[src/rtl/uart_rx_pkg.sv]
// rtl/uart_rx_pkg.sv - shared constants for the UART receive buffer
package uart_rx_pkg;

    localparam int          UART_DEFAULT_DEPTH = 8;
    localparam logic [31:0] UART_ADDR_RXD      = 32'h4000_001C;
    localparam logic [31:0] UART_ADDR_CON      = 32'h4000_0020;

    // Control/status register bit positions
    localparam int CON_RX_EN     = 0;
    localparam int CON_IRQ_EN    = 1;
    localparam int CON_NOT_EMPTY = 2;
    localparam int CON_OVERRUN   = 3;
    localparam int CON_COUNT_LSB = 8;

endpackage

[src/rtl/uart_rx_fifo.sv]
// rtl/uart_rx_fifo.sv - byte FIFO holding received UART frames
module uart_rx_fifo #(
    parameter int DEPTH = 8
) (
    input  logic       i_clk,
    input  logic       i_rst,
    input  logic       i_push,
    input  logic       i_pop,
    input  logic [7:0] i_data,
    output logic [7:0] o_head,
    output logic [4:0] o_count,
    output logic       o_empty,
    output logic       o_drop
);

    localparam int PW = (DEPTH > 1) ? $clog2(DEPTH) : 1;

    logic [7:0]    r_mem [DEPTH];
    logic [PW-1:0] r_wr_ptr;
    logic [PW-1:0] r_rd_ptr;
    logic [4:0]    r_count;
    logic          w_full;
    logic          w_do_push;
    logic          w_do_pop;

    assign o_empty   = (r_count == 5'd0);
    assign w_full    = (r_count == 5'(DEPTH));
    assign w_do_pop  = i_pop & ~o_empty;
    // A pop on the same edge frees the slot, so a full FIFO still accepts the push
    assign w_do_push = i_push & (~w_full | w_do_pop);
    assign o_drop    = i_push & ~w_do_push;
    assign o_head    = r_mem[r_rd_ptr];
    assign o_count   = r_count;

    always_ff @(posedge i_clk) begin
        if (w_do_push) begin
            r_mem[r_wr_ptr] <= i_data;
        end
    end

    always_ff @(posedge i_clk or posedge i_rst) begin
        if (i_rst) begin
            r_wr_ptr <= '0;
            r_rd_ptr <= '0;
            r_count  <= 5'd0;
        end else begin
            if (w_do_push) begin
                r_wr_ptr <= r_wr_ptr + PW'(1);
            end
            if (w_do_pop) begin
                r_rd_ptr <= r_rd_ptr + PW'(1);
            end
            case ({w_do_push, w_do_pop})
                2'b10:   r_count <= r_count + 5'd1;
                2'b01:   r_count <= r_count - 5'd1;
                default: r_count <= r_count;
            endcase
        end
    end

endmodule

[src/rtl/uart_rx_buffer.sv]
// rtl/uart_rx_buffer.sv - memory-mapped UART receive buffer; UART_RX_IRQ_EN adds the receive interrupt
import uart_rx_pkg::*;

module uart_rx_buffer #(
    parameter int          DEPTH    = UART_DEFAULT_DEPTH,
    parameter logic [31:0] ADDR_RXD = UART_ADDR_RXD,
    parameter logic [31:0] ADDR_CON = UART_ADDR_CON
) (
    input  logic        sysclk,
    input  logic        reset,
    input  logic        rx_fin,
    input  logic [7:0]  rx_data,
    output logic        rx_enable,
    input  logic        rd,
    input  logic        wr,
    input  logic [31:0] addr,
    input  logic [31:0] wdata,
    output logic [31:0] rdata,
    output logic        irq
);

    logic        r_sync1;
    logic        r_sync2;
    logic        r_sync3;
    logic        r_rx_en;
    logic        r_overrun;
    logic        w_push;
    logic        w_rd_rxd;
    logic        w_rd_con;
    logic        w_wr_con;
    logic        w_drop;
    logic        w_empty;
    logic        w_irq_en;
    logic [7:0]  w_head;
    logic [4:0]  w_count;
    logic [31:0] w_con;
    logic        w_unused;

    // rx_fin is asynchronous to sysclk: two flops to synchronize, a third for the edge
    always_ff @(posedge sysclk or posedge reset) begin
        if (reset) begin
            r_sync1 <= 1'b0;
            r_sync2 <= 1'b0;
            r_sync3 <= 1'b0;
        end else begin
            r_sync1 <= rx_fin;
            r_sync2 <= r_sync1;
            r_sync3 <= r_sync2;
        end
    end

    assign w_push   = r_sync2 & ~r_sync3;
    assign w_rd_rxd = rd & (addr == ADDR_RXD);
    assign w_rd_con = rd & (addr == ADDR_CON);
    assign w_wr_con = wr & (addr == ADDR_CON);

    uart_rx_fifo #(
        .DEPTH(DEPTH)
    ) u_fifo (
        .i_clk   (sysclk),
        .i_rst   (reset),
        .i_push  (w_push),
        .i_pop   (w_rd_rxd),
        .i_data  (rx_data),
        .o_head  (w_head),
        .o_count (w_count),
        .o_empty (w_empty),
        .o_drop  (w_drop)
    );

    always_ff @(posedge sysclk or posedge reset) begin
        if (reset) begin
            r_rx_en   <= 1'b1;
            r_overrun <= 1'b0;
        end else begin
            if (w_wr_con) begin
                r_rx_en <= wdata[CON_RX_EN];
            end
            if (w_drop) begin
                r_overrun <= 1'b1;
            end else if (w_wr_con && wdata[CON_OVERRUN]) begin
                r_overrun <= 1'b0;
            end
        end
    end

`ifdef UART_RX_IRQ_EN
    logic r_irq_en;
    logic r_irq;

    always_ff @(posedge sysclk or posedge reset) begin
        if (reset) begin
            r_irq_en <= 1'b0;
            r_irq    <= 1'b0;
        end else begin
            if (w_wr_con) begin
                r_irq_en <= wdata[CON_IRQ_EN];
            end
            r_irq <= r_irq_en & ~w_empty;
        end
    end

    assign w_irq_en = r_irq_en;
    assign irq      = r_irq;
`else
    assign w_irq_en = 1'b0;
    assign irq      = 1'b0;
`endif

    always_comb begin
        w_con                       = '0;
        w_con[CON_RX_EN]            = r_rx_en;
        w_con[CON_IRQ_EN]           = w_irq_en;
        w_con[CON_NOT_EMPTY]        = ~w_empty;
        w_con[CON_OVERRUN]          = r_overrun;
        w_con[CON_COUNT_LSB +: 4]   = w_count[3:0];
    end

    always_comb begin
        rdata = '0;
        if (w_rd_rxd) begin
            if (!w_empty) begin
                rdata = {24'b0, w_head};
            end
        end else if (w_rd_con) begin
            rdata = w_con;
        end
    end

    assign rx_enable = r_rx_en;
    assign w_unused  = ^{wdata[31:4], wdata[2:1], w_count[4]};

endmodule

[config.mk]
export PLATFORM = sky130hd
export DESIGN_NAME = uart_rx_buffer
export DESIGN_NICKNAME = d
export VERILOG_FILES = /design/src/rtl/uart_rx_pkg.sv /design/src/rtl/uart_rx_fifo.sv /design/src/rtl/uart_rx_buffer.sv
export SDC_FILE = /design/constraint.sdc
export NUM_CORES = 1
export LEC_CHECK = 0
export CORE_MARGIN = 1.5
export CORE_UTILIZATION = 40
export DETAILED_ROUTE_END_ITERATION = 12
export GPL_TIMING_DRIVEN = 0
export PLACE_DENSITY = 0.72
export SLEW_MARGIN = 20
export SYNTH_ARGS = -nofsm -noshare
export SYNTH_HDL_FRONTEND = slang
export SYNTH_HIERARCHICAL = 1
export SYNTH_SLANG_ARGS = --single-unit
[constraint.sdc]
create_clock -name sysclk -period 2.9 [get_ports sysclk]
set_input_delay 0.29 -clock sysclk [delete_from_list [all_inputs] [get_ports sysclk]]
set_output_delay 0.29 -clock sysclk [all_outputs]
set_load 0.01 [all_outputs]
==> flow_metrics.env, run 1 <==
export IMPL_via_per_inst=5.05
export IMPL_antenna_found_initial=0
export IMPL_synthArstFlopShare_pct=20.0
export IMPL_yosys_area_top_type="edfxtp_1"
export IMPL_p_comb_share_pct=23.2
export IMPL_fmax_mhz=354
export IMPL_powerDensity_nw_per_um2=550
export IMPL_seqPwrFrac_pct=50.4
export IMPL_areaGrowthSynthToFinish_pct=38.1
export IMPL_dieArea_um2=10300
export IMPL_p_sw_mw=0.825
export IMPL_top_usage_layer="met2"
export IMPL_synth_seq_cells=80
export IMPL_clk_latency_ns=0.34
export IMPL_yosysSeqAreaShare_pct=60.1
export IMPL_slew_headroom_pct=39.2
export IMPL_postLayoutCellArea_um2=5340
export IMPL_grt_pass1_vias=2493
export IMPL_synth_top_area_share_pct=49.7
export IMPL_p_sw_share_pct=28.1
export IMPL_p_clk_share_pct=26.4
export IMPL_crit_start="u_fifo/o_count[0]$_DFFE_PP0P_"
export IMPL_core_area_um2=9280
export IMPL_drt_iter0_drc=134
export IMPL_netlist_instances=254
export IMPL_hp_class="primary input to asynchronous set/reset pin"
export IMPL_crit_slowest_cell="or4_4"
export IMPL_wirelength_um=8620
export IMPL_yosys_warnings=6
export IMPL_start_kind="register"
export IMPL_min_period_ns=2.83
export IMPL_ios=111
export IMPL_num_vias=2505
export IMPL_dp_hpwl_um=5680
export IMPL_path_clk_slew_ns=0.08
export IMPL_grt_max_degree=14
export IMPL_synth_area_top_cells="edfxtp_1 50%, dfrtp_1 9.7%, mux4_2 9.3%"
export IMPL_setup_violations=0
export IMPL_p_leak_nw=2.22
export IMPL_cp_arrival_ns=3.05
export IMPL_yosys_most_used_dff="edfxtp_1"
export IMPL_postCtsHoldBufs=0
export IMPL_crit_chain="or4_4 -> buf_6 -> o21ai_4 -> nor2_4 -> ha_4 -> and3_4 -> or3_4 -> a311o_1 -> nand3b_1"
export IMPL_end_kind="register"
export IMPL_cp_depth=9
export IMPL_critPathCapture="u_fifo/o_count[3]$_DFFE_PP0P_"
export IMPL_placed_area_um2=4810
export IMPL_io_buffers=59
export IMPL_cpPeakStageDelay_ns=0.54
export IMPL_cts_made_buffers=9
export IMPL_r2r_slack_ns=0.07
export IMPL_die_x_um=101
export IMPL_yosys_cell_types_count=53
export IMPL_drtAntennaViolNets=0
export IMPL_drt_pass1_iter_count=4
export IMPL_placement_rows=35
export IMPL_grt_total_usage_pct=17.4
export IMPL_syn_area_um2=3870
export IMPL_ff2ff_path_depth=9
export IMPL_cts_root_buf="clkbuf_8"
export IMPL_internal_power_mw=2.11
export IMPL_grt_pass1_wl_um=12900
export IMPL_avgSynthCellArea_um2=15.2
export IMPL_cts_sinks=80
export IMPL_slew_violations=0
export IMPL_skew_ns=0.00932
export IMPL_drc=0
export IMPL_holdWs_ns=0.162
export IMPL_hold_viol_final=0
export IMPL_maxCapViolations=0
export IMPL_critical_path_top_delay_family="simple AND/OR/NAND/NOR gates"
export IMPL_status="finished, final reports clean"
export IMPL_clockBufferDepth=2
export IMPL_wl_per_cell_um=17.4
export IMPL_reg2reg_to="u_fifo/o_count[3]$_DFFE_PP0P_"
export IMPL_htree_num_levels=3
export IMPL_layout_commonest_cell="edfxtp_1"
export IMPL_final_nets=445
export IMPL_grt_overflow_total=0
export IMPL_worst_r2r_startpoint="u_fifo/o_count[0]$_DFFE_PP0P_"
export IMPL_critPathKind="register to register"
export IMPL_final_cell_mix="64 x edfxtp_1, 38 x buf_4, 27 x dlymetal6s2s_1"
export IMPL_use_met3_pct=3.38
export IMPL_drive_above_1_share_pct=33.2
export IMPL_worst_pin_slew_ns=0.908
export IMPL_use_met2_pct=28.9
export IMPL_diodes=0
export IMPL_path_buf_inv=1
export IMPL_required_ns=3.12
export IMPL_period_share_pct=97.5
export IMPL_peakVddDrop_mv=0.231
export IMPL_initial_core_util_pct=41.6
export IMPL_crit_fanout=8
export IMPL_die_y_um=101
export IMPL_use_met1_pct=22.3
export IMPL_gp_congestion=0.819
export IMPL_synth_edf_count=64
export IMPL_cts_tree="yes"
## area by class of cell
type | count | area (um2)
buffer | 30 | 243
inverter | 8 | 30.0
multi-input combinational | 155 | 1590
clock buffer | 11 | 131
timing repair buffer | 78 | 800
sequential | 80 | 2330
fill | 738 | 3950
tap | 129 | 161
clock inverter | 5 | 55.1
## flip-flops by register name, indices dropped and copies added (netlist names)
register / count
r_sync3: 1
u_fifo/o_count: 5
r_overrun: 1
r_sync1: 1
u_fifo/r_rd_ptr: 3
u_fifo/r_mem: 64
r_sync2: 1
rx_enable: 1
u_fifo/r_wr_ptr: 3
## synthesized netlist by cell type, types with 3 or more instances
cell type and number:
edfxtp_1 64, buf_4 21, mux4_2 16, dfrtp_1 15
mux2_2 11, and2_1 10, inv_1 8, nor2_1 8
nor4_1 8, ha_1 5, nand2_1 5, nand2b_1 5
xnor2_1 5, clkbuf_1 4, nand4_1 4, nor3_1 4
o21ai_0 4, a21o_1 3, and3_1 3, buf_1 3
buf_2 3, nor2b_1 3, o211ai_1 3, or4_1 3
## through the flow
stage / util, % / power (mW) / TNS (ns) / setup slack, ns / cells
floorplan: - / 1.86 / 0 / 0.00403 / 274
global placement: 51.3 / 2.03 / -47.70 / -1.04 / 462
detailed placement: 51.8 / 2.08 / -22.59 / -0.705 / 464
CTS: 55.7 / 2.89 / 0 / 0.00324 / 490
global route: 57.5 / 3.07 / -0.00920 / -0.00920 / 496
finish: 57.5 / 2.93 / 0 / 0.0715 / 496
## kinds of logic after synthesis
kind of cell | synth area share [%]
adders and majority gates | 2.14
muxes | 13.1
buffers and inverters | 5.92
xor gates and xnor gates | 1.59
other | 0.0970
DFF | 60.1
AOI/OAI and AO/OA | 4.73
and+or+nand+nor | 12.4
## what timing repair did
action | 4_1_cts | 5_1_grt
setup endpoints to repair | 43 | 30
pin swaps | 9 | 15
resized for setup | 36 | 42
endpoints found under the hold margin | 0 | 0
buffers inserted | 11 | 6
## power by group through the flow
stage	Combinational (mW)	Clock, mW	Sequential, mW
floorplan	0.382	0	1.48
global placement	0.523	0	1.51
detailed placement	0.555	0	1.52
CTS	0.605	0.795	1.49
global route	0.747	0.834	1.49
finish	0.680	0.775	1.48
## worst min-delay path by stage
stage / start / end / slack [ns] / depth (start not counted)
2_1_floorplan: reset / r_overrun$_DFFE_PP0P_ / 0.07 / 1
3_3_place_gp: r_sync1$_DFF_PP0_ / r_sync2$_DFF_PP0_ / 0.34 / 0
3_5_place_dp: r_sync1$_DFF_PP0_ / r_sync2$_DFF_PP0_ / 0.34 / 0
4_1_cts: reset / r_sync1$_DFF_PP0_ / 0.15 / 2
5_1_grt: reset / r_sync1$_DFF_PP0_ / 0.17 / 2
6_report: reset / r_sync1$_DFF_PP0_ / 0.16 / 2
## metal layers
metal	wire [um]	vias to the layer above	part of all wire, %
met5	0	-	0
met4	127	0	1.5
met3	403	9	4.7
met2	4590	77	53
met1	3500	1254	41
li1	-	1165	-
No activity file was read; power rests on OpenSTA's default activity.
==> inputs of run 2 (changes only) <==
--- a/config.mk
+++ b/config.mk
@@ -5,6 +5,7 @@
 export SDC_FILE = /design/constraint.sdc
 export NUM_CORES = 1
 export LEC_CHECK = 0
+export CORE_ASPECT_RATIO = 1.75
 export CORE_MARGIN = 1.5
 export CORE_UTILIZATION = 40
 export DETAILED_ROUTE_END_ITERATION = 12
==> run 2 against run 1 <==
Effect of this change: hold slack better by 0.032 ns; combinational power is 3.1% lower; first-iteration DRC count is 2.2% lower; utilization is 0.29 points lower; sequential power hardly changed; die area is 0.22% higher; routed wire length is 2.6% higher; non-clock buffer count is 3 higher; fmax is 0.39% lower; total power is 8.1% higher; register-to-register slack hardly changed; via count is 3.8% higher; largest cell class unchanged.
==> flow_metrics.env, run 2 (synthesis gave the netlist of run 1 again) <==
export IMPL_drive_above_1_share_pct=34.1
export IMPL_finalNonFillerCells=492
export IMPL_layout_commonest_cell="edfxtp_1"
export IMPL_cts_sinks=80
export IMPL_drt_pass1_iter_count=4
export IMPL_status="finished, final reports clean"
export IMPL_cp_depth=9
export IMPL_die_y_um=133
export IMPL_worst_pin_slew_ns=0.984
export IMPL_hold_viol_final=0
export IMPL_clockBufferDepth=2
export IMPL_peakVddDrop_mv=0.448
export IMPL_slew_headroom_pct=34.2
export IMPL_fillers=755
export IMPL_areaGrowthSynthToFinish_pct=39.3
export IMPL_grt_total_usage_pct=17.6
export IMPL_total_power_mw=3.17
export IMPL_p_sw_mw=0.846
export IMPL_wl_per_cell_um=18.0
export IMPL_timing_setup_tns_ns=0
export IMPL_p_clk_share_pct=32.5
export IMPL_die_x_um=77.3
export IMPL_gp_congestion=0.743
export IMPL_setup_violations=0
export IMPL_cts_tree="yes"
export IMPL_start_kind="register"
export IMPL_cpPeakStageDelay_ns=0.53
export IMPL_end_kind="register"
export IMPL_crit_slowest_cell="or4_1"
export IMPL_placement_rows=47
export IMPL_ff2ff_path_depth=9
export IMPL_period_share_pct=97.9
export IMPL_r2r_slack_ns=0.06
export IMPL_seqCellArea_um2=2330
export IMPL_placed_cells=461
export IMPL_p_sw_share_pct=26.7
export IMPL_powerDensity_nw_per_um2=589
export IMPL_final_util_pct=57.2
export IMPL_final_nets=448
export IMPL_core_area_um2=9410
export IMPL_dp_hpwl_um=6180
export IMPL_p_leak_nw=2.18
export IMPL_p_comb_share_pct=20.8
export IMPL_multi_input_comb_area_um2=1580
export IMPL_grt_max_degree=14
export IMPL_cts_root_buf="clkbuf_16"
export IMPL_cp_arrival_ns=3.05
export IMPL_path_clk_slew_ns=0.06
export IMPL_holdWs_ns=0.194
export IMPL_placed_area_um2=4830
export IMPL_internal_power_mw=2.33
export IMPL_critical_path_top_delay_family="simple AND/OR/NAND/NOR gates"
export IMPL_drtAntennaViolNets=0
export IMPL_dieArea_um2=10300
export IMPL_ios=111
export IMPL_grt_pass1_vias=2539
export IMPL_setup_ws_ns=0.0604
export IMPL_final_cell_mix="64 x edfxtp_1, 44 x buf_4, 24 x clkdlybuf4s50_1"
export IMPL_postCtsHoldBufs=0
export IMPL_drt_iter0_drc=131
export IMPL_cts_made_buffers=9
export IMPL_min_period_ns=2.84
export IMPL_maxCapViolations=0
export IMPL_slew_violations=0
export IMPL_wirelength_um=8850
export IMPL_hp_class="primary input to asynchronous set/reset pin"
export IMPL_required_ns=3.12
export IMPL_grt_overflow_total=0
export IMPL_postLayoutCellArea_um2=5380
export IMPL_antenna_found_initial=0
export IMPL_crit_chain="or4_1 -> buf_4 -> o21ai_4 -> nor2_4 -> ha_4 -> a21o_1 -> or3_4 -> a311o_1 -> nand3b_1"
export IMPL_crit_fanout=8
export IMPL_io_buffers=59
export IMPL_initial_core_util_pct=41.1
export IMPL_path_buf_inv=1
export IMPL_seqPwrFrac_pct=46.7
export IMPL_skew_ns=0.00458
export IMPL_grt_pass1_wl_um=13200
export IMPL_critPathKind="register to register"
export IMPL_via_per_inst=5.28
export IMPL_fmax_mhz=352
export IMPL_top_register="u_fifo/r_mem"
export IMPL_diodes=0
export IMPL_largest_reg_flops=64
export IMPL_num_vias=2599
export IMPL_dpl_worst_slack_ns=-0.879
export IMPL_htree_num_levels=3
export IMPL_drc=0
export IMPL_clk_latency_ns=0.33
## run 2: changes by cell type in the layout (fill, tap and decap cells not counted), sizes merged
cell           change
buf                +3
bufinv             -1
clkbuf             +3
clkdlybuf4s15      -2
clkdlybuf4s50      +5
dlygate4sd2        +6
dlymetal6s2s      -10
inv                -1
## run 2: metal layers
metal	share of wire (%)	GRT usage, %
met5	0	0
met4	2.4	7.98
met3	6.9	4.90
met2	54	31.3
met1	37	19.0
## run 2: cell type report
class,count,share of cell area (%)
inverters,8,0.558
plain buffers,30,4.51
multi-input cells,155,29.3
clock inverters,3,0.325
repair buffers,81,14.4
well taps,122,2.84
clock buffers,13,4.83
flip-flops and latches,80,43.2
## run 2: final timing paths
| path | end | startpoint |
|---|---|---|
| max | u_fifo/o_count[3]$_DFFE_PP0P_ | u_fifo/o_count[2]$_DFFE_PP0P_ |
| min | r_overrun$_DFFE_PP0P_ | reset |
| max reg2reg | u_fifo/o_count[3]$_DFFE_PP0P_ | u_fifo/o_count[2]$_DFFE_PP0P_ |
| min reg2reg | r_sync2$_DFF_PP0_ | r_sync1$_DFF_PP0_ |
| max in group asynchronous | u_fifo/r_rd_ptr[1]$_DFFE_PP0N_ | reset |
| min in group sysclk | r_sync2$_DFF_PP0_ | r_sync1$_DFF_PP0_ |
## run 2: repair_timing
item	in CTS	in global routing
pin swaps	17	16
setup endpoints to repair	44	30
gates resized for setup	40	31
buffers inserted	11	5
## run 2: power groups by stage
| stage | combinational (mW) | sequential, mW | clock [mW] |
|---|---|---|---|
| CTS | 0.597 | 1.50 | 1.06 |
| global route | 0.721 | 1.49 | 1.12 |
| finish | 0.659 | 1.48 | 1.03 |
| floorplan | 0.382 | 1.48 | 0 |
| detailed placement | 0.575 | 1.52 | 0 |
| global placement | 0.529 | 1.50 | 0 |
